### config.mk
export PLATFORM = sky130hd
export DESIGN_NAME = quadram_arbiter
export DESIGN_NICKNAME = d
export VERILOG_FILES = /design/src/rtl/quadram_arbiter.sv
export SDC_FILE = /design/constraint.sdc
export NUM_CORES = 1
export LEC_CHECK = 0
export ABC_AREA = 1
export ABC_CLOCK_PERIOD_IN_PS = 1900
export CORE_MARGIN = 8
export CORE_UTILIZATION = 24
export CTS_CLUSTER_SIZE = 28
export DETAILED_ROUTE_END_ITERATION = 10
export PLACE_DENSITY_LB_ADDON = 0.15
export SYNTH_ARGS = -nofsm -noshare
export SYNTH_HDL_FRONTEND = slang
export SYNTH_SLANG_ARGS = --single-unit
### constraint.sdc
create_clock -name clk -period 1.9 [get_ports clk]
set_clock_uncertainty 0.2 [all_clocks]
set_input_delay 0.285 -clock clk [delete_from_list [all_inputs] [get_ports clk]]
set_output_delay 0.285 -clock clk [all_outputs]
set_load 0.005 [all_outputs]
### src/rtl/quadram_arbiter.sv
// Two-port arbiter sharing one quadram (32-bit, byte enables, 1-cycle read) between a
// host port (0) and an engine port (1): round-robin grants, burst locks with a timeout.
module quadram_arbiter #(
    parameter int ADDR_WIDTH = 11,
    parameter int LOCK_MAX   = 64
) (
    input  logic                  clk,
    input  logic                  reset,
    input  logic                  req0,
    input  logic                  req1,
    input  logic                  lock0,
    input  logic                  lock1,
    input  logic [3:0]            we0,
    input  logic [3:0]            we1,
    input  logic [ADDR_WIDTH-1:0] addr0,
    input  logic [ADDR_WIDTH-1:0] addr1,
    input  logic [31:0]           wdata0,
    input  logic [31:0]           wdata1,
    output logic                  gnt0,
    output logic                  gnt1,
    output logic                  rvalid0,
    output logic                  rvalid1,
    output logic [31:0]           rdata,
    output logic                  ram_en,
    output logic [3:0]            ram_we,
    output logic [ADDR_WIDTH-1:0] ram_addr,
    output logic [31:0]           ram_din,
    input  logic [31:0]           ram_dout,
    output logic                  lock_timeout
);

    localparam int CNT_W = (LOCK_MAX > 1) ? $clog2(LOCK_MAX + 1) : 1;
    localparam logic [CNT_W-1:0] CNT_LIM = CNT_W'(LOCK_MAX);

    typedef enum logic [1:0] {
        ST_IDLE = 2'd0,
        ST_OWN0 = 2'd1,
        ST_OWN1 = 2'd2
    } state_t;

    state_t           state_reg, state_next;
    logic             prio_reg, prio_next;
    logic [CNT_W-1:0] cnt_reg, cnt_next;
    logic             timeout_reg, timeout_next;

    logic [1:0]            req_vec;
    logic [1:0]            lock_vec;
    logic [1:0]            gnt_vec;
    logic [1:0]            rvalid_vec;
    logic [3:0]            we_vec    [2];
    logic [ADDR_WIDTH-1:0] addr_vec  [2];
    logic [31:0]           wdata_vec [2];

    logic             own_idx;
    logic [CNT_W-1:0] cnt_inc;
    logic             lim_hit;
    logic             sel;

    assign req_vec      = {req1, req0};
    assign lock_vec     = {lock1, lock0};
    assign we_vec[0]    = we0;
    assign we_vec[1]    = we1;
    assign addr_vec[0]  = addr0;
    assign addr_vec[1]  = addr1;
    assign wdata_vec[0] = wdata0;
    assign wdata_vec[1] = wdata1;

    assign gnt0         = gnt_vec[0];
    assign gnt1         = gnt_vec[1];
    assign rvalid0      = rvalid_vec[0];
    assign rvalid1      = rvalid_vec[1];
    assign rdata        = ram_dout;
    assign lock_timeout = timeout_reg;

    assign own_idx = (state_reg == ST_OWN1);
    assign cnt_inc = (cnt_reg == {CNT_W{1'b1}}) ? cnt_reg : cnt_reg + 1'b1;
    assign lim_hit = (LOCK_MAX != 0) && (cnt_inc == CNT_LIM);

    always_ff @(posedge clk) begin
        if (reset) begin
            state_reg   <= ST_IDLE;
            prio_reg    <= 1'b0;
            cnt_reg     <= '0;
            timeout_reg <= 1'b0;
        end else begin
            state_reg   <= state_next;
            prio_reg    <= prio_next;
            cnt_reg     <= cnt_next;
            timeout_reg <= timeout_next;
        end
    end

    // prio_reg holds the index of the port that wins a contested IDLE cycle.
    always_comb begin
        state_next   = state_reg;
        prio_next    = prio_reg;
        cnt_next     = cnt_reg;
        timeout_next = timeout_reg;
        gnt_vec      = 2'b00;
        case (state_reg)
            ST_IDLE: begin
                if (req_vec == 2'b11) begin
                    gnt_vec[prio_reg] = 1'b1;
                end else begin
                    gnt_vec = req_vec;
                end
                if (gnt_vec[0] && lock_vec[0]) begin
                    state_next = ST_OWN0;
                    cnt_next   = '0;
                end else if (gnt_vec[1] && lock_vec[1]) begin
                    state_next = ST_OWN1;
                    cnt_next   = '0;
                end
            end
            ST_OWN0, ST_OWN1: begin
                gnt_vec[own_idx] = req_vec[own_idx];
                cnt_next         = cnt_inc;
                // A voluntary release in the limit cycle wins over the timeout.
                if (!lock_vec[own_idx]) begin
                    state_next = ST_IDLE;
                end else if (lim_hit) begin
                    state_next   = ST_IDLE;
                    timeout_next = 1'b1;
                    prio_next    = ~own_idx;
                end
            end
            default: begin
                state_next = ST_IDLE;
            end
        endcase
        if (gnt_vec != 2'b00) begin
            prio_next = gnt_vec[0];
        end
        if (reset) begin
            gnt_vec = 2'b00;
        end
    end

    assign sel = gnt_vec[1];

    always_comb begin
        ram_en   = |gnt_vec;
        ram_we   = 4'b0000;
        ram_addr = '0;
        ram_din  = '0;
        if (ram_en) begin
            ram_we   = we_vec[sel];
            ram_addr = addr_vec[sel];
            ram_din  = wdata_vec[sel];
        end
    end

    // Masking with reset drops a read return already in flight when reset arrives.
    for (genvar gi = 0; gi < 2; gi++) begin : g_rvalid
        logic rvalid_reg;
        always_ff @(posedge clk) begin
            if (reset) begin
                rvalid_reg <= 1'b0;
            end else begin
                rvalid_reg <= gnt_vec[gi] && (we_vec[gi] == 4'b0000);
            end
        end
        assign rvalid_vec[gi] = rvalid_reg & ~reset;
    end

endmodule

==> results.yml <==
critical_path:
  critPathMaxFanout: 4
  r2r_start: "cnt_reg[1]"
  cp_slowest_cell: "dfxtp_2"
  arrival_ns: 1.85
  crit_buf_inv: 4
  critPathMaxStageDelay_ns: 0.35
  reg2reg_depth: 12
  critPathKind: "reg2out"
  crit_top_cell: "buf_6"
  critical_path_required_ns: 1.41
  cp-end-kind: "output pin"
  crit_path_start_kind: "flop"
  critPathTopFamily: "buffers and inverters"
  path_cells: "buf_6 -> ha_4 -> nand2_2 -> a21oi_2 -> nand2_2 -> buf_6 -> buf_6 -> nand2_4 -> o21ai_1 -> a21oi_1 -> buf_2"
  reg2reg_to: "prio_reg"
  r2r_setup_slack_ns: 0.05
die:
  die-width_um: 103
  core_area_mm2: 0.00725
  dieHeight_um: 103
  io_pins: 217
  dieArea_mm2: 0.0105
  start_util: 0.249
  std_cell_rows: 31
clock_tree:
  clk_pin_slew_ns: 0.06
  cts_buffers: 3
  insertion_delay_ns: 0.24
  clockBufferDepth: 2
  h-tree-depth: 1
  clock-sinks: 13
  root_buffer: "clkbuf_8"
  cts_tree: "done"
min_path:
  hp-class: "reg2reg"
  hold_path_startpoint: "lock_timeout"
  min_to: "lock_timeout"
  hold_depth: 2
timing:
  tightestPinTransition_ns: 0.230
  worst_slack_ns: -0.437
  grt_setup_unrepaired: "true"
  clock.fmax_mhz: 428
  slew_viol_final: 0
  hold_viol: 0
  finalSetupViolations: 50
  post-route-period-util: 1.23
  slew_headroom: 0.845
  period_minus_slack_ns: 2.34
finish:
  drive_above_1_share: 0.425
  largest_register_ffs: 7
  final-seq-area_um2: 270
  fin_nets: 650
  diodes: 0
  syn_to_final_growth_pct: 130
  n_fill_cell: 687
  multiInputGateArea_mm2: 0.00150
  final_core_util: 0.571
global_route:
  grt_busiest_layer: "met2"
  grt_use_met3: 0.0736
  grt_pass1_vias: 2966
  grt_overflow_total: 0
  grt_first_pass_wirelength_mm: 14.8
  grt.total_usage: 0.177
  grtUsageMet2: 0.307
  antenna_found_initial: 0
  grt_use_met1: 0.197
  grt_max_degree: 28
drt:
  drt_pass1_iterations: 4
  vias: 2813
  via_per_inst: 4.60
  first_iter_violations: 37
  drc_errors: 0
  wl_mm: 10.0
  wl_per_cell_um: 16.4
  drtAntennaViolNets: 0
synthesis:
  ys_types: 26
  synthCells: 335
  netlist_area_mm2: 0.00180
  netlist_top_cells_area: "nand2_1 28%, nand3_1 15%, buf_4 15%"
  yosysTopAreaCellShare: 0.279
  synth_seq_cells: 13
  synth.avg_cell_area_um2: 5.38
  yosysSeqAreaShare: 0.144
  yosys.area.top_type: "nand2_1"
  synth_warnings: 0
  syn_nets: 471
outcome:
  violations: "setup timing"
  outcome: "finished with violations"
placement:
  place_congestion: 0.855
  portBuffers: 152
  dp_hpwl_mm: 7.46
power:
  totalPowerFinal_w: 0.00310
  power_leakage_nw: 2.04
  max-vdd-ir-drop_mv: 0.245
  power_density_mw_per_mm2: 749
job:
  maxCapViolations: 0
where the power goes:
group,leakage [nW],switching [W],internal (W),total [W]
sequential,0.108,0.0000339,0.000315,0.000349
clock,0.0228,0.0000997,0.000148,0.000248
combinational,1.91,0.00115,0.00135,0.00250
total,2.04,0.00128,0.00182,0.00310
stage by stage:
step / setup WS [ns] / area [µm²] / TNS (ns) / std cells / hold slack [ns]
after global placement: -0.893 / 3500 / -44.06 / 579 / 0.236
final: -0.437 / 4140 / -19.90 / 612 / 0.254
after global routing: -0.559 / 4140 / -25.04 / 612 / 0.288
after floorplan: 0.00659 / 1820 / 0 / 335 / 0.161
after detailed placement: -0.918 / 3500 / -46.05 / 579 / 0.249
after CTS: -0.536 / 3830 / -23.03 / 607 / 0.258
worst max-delay path by stage:
stage | depth (start not counted) | start | slack [ns] | end
2_1_floorplan | 10 | state_reg[0] | 0.007 | ram_addr[1]
3_3_place_gp | 11 | req1 | -0.89 | ram_din[4]
3_5_place_dp | 11 | req1 | -0.92 | ram_din[4]
4_1_cts | 13 | state_reg[1] | -0.54 | ram_din[7]
5_1_grt | 11 | state_reg[1] | -0.56 | ram_we[1]
6_report | 11 | state_reg[1] | -0.44 | ram_we[1]
cell usage in the layout (no fill, tap or decap), types with 4 or more instances in the layout:
master / count
a21oi_1: 12
buf_12: 9
buf_2: 46
buf_4: 36
buf_6: 19
clkdlybuf4s50_1: 98
dfxtp_1: 7
dfxtp_2: 5
dlygate4sd2_1: 4
inv_1: 21
nand2_1: 103
nand2_2: 25
nand2_4: 8
nand3_1: 27
nand3_2: 29
nor2_1: 11
nor2_2: 5
o21ai_1: 5
area by class of cell:
cell class | instances | area share
timing repair buffer | 220 | 0.504
multi-input combinational | 249 | 0.363
sequential | 13 | 0.0653
tap | 99 | 0.0299
inverter | 27 | 0.0269
clock buffer | 4 | 0.0109
layer usage:
layer | share of wire | wire [µm]
met2 | 0.51 | 5130
met3 | 0.088 | 888
met4 | 0.017 | 168
met5 | 0 | 0
met1 | 0.38 | 3850
cells in the mapped netlist:
| master | count |
|---|---|
| o21ai_1 | 2 |
| nor3_2 | 1 |
| inv_2 | 1 |
| buf_4 | 36 |
| inv_1 | 25 |
| o21bai_1 | 1 |
| nor2_4 | 1 |
| nand3_2 | 2 |
| buf_2 | 4 |
| nor3b_1 | 1 |
| nor4_1 | 1 |
| clkbuf_1 | 6 |
| nand3_1 | 55 |
| ha_1 | 4 |
| o21ai_0 | 7 |
| nand4_1 | 2 |
| xnor2_1 | 1 |
| or2_1 | 1 |
| a21oi_1 | 15 |
| clkinv_1 | 1 |
| dfxtp_1 | 13 |
| nor3_1 | 1 |
| nor2_1 | 17 |
| a21oi_2 | 1 |
| nand2_2 | 2 |
| nand2_1 | 134 |
tightest hold or removal path, delay by kind of cell (launching register included):
family | cells | cell delay (ns)
AOI/OAI and AO/OA | 1 | 0.05
buffers and inverters | 1 | 0.05
DFF | 1 | 0.31
kinds of logic after synthesis:
| kind of cell | share of synthesized area |
|---|---|
| simple gates | 0.518 |
| buf+inv | 0.230 |
| compound gates | 0.0756 |
| flops | 0.144 |
| fa+ha+maj | 0.0278 |
| xor+xnor | 0.00486 |
timing repair:
item / CTS / global route
pin swaps: 14 / 45
gates resized for setup: 248 / 96
endpoints found under the hold margin: 0 / 0
setup endpoints to repair: 55 / 55
setup buffers: 19 / 7
hold buffers: 0 / 0
gates cloned: 5 / 2
(Power assumes the default switching activity.)
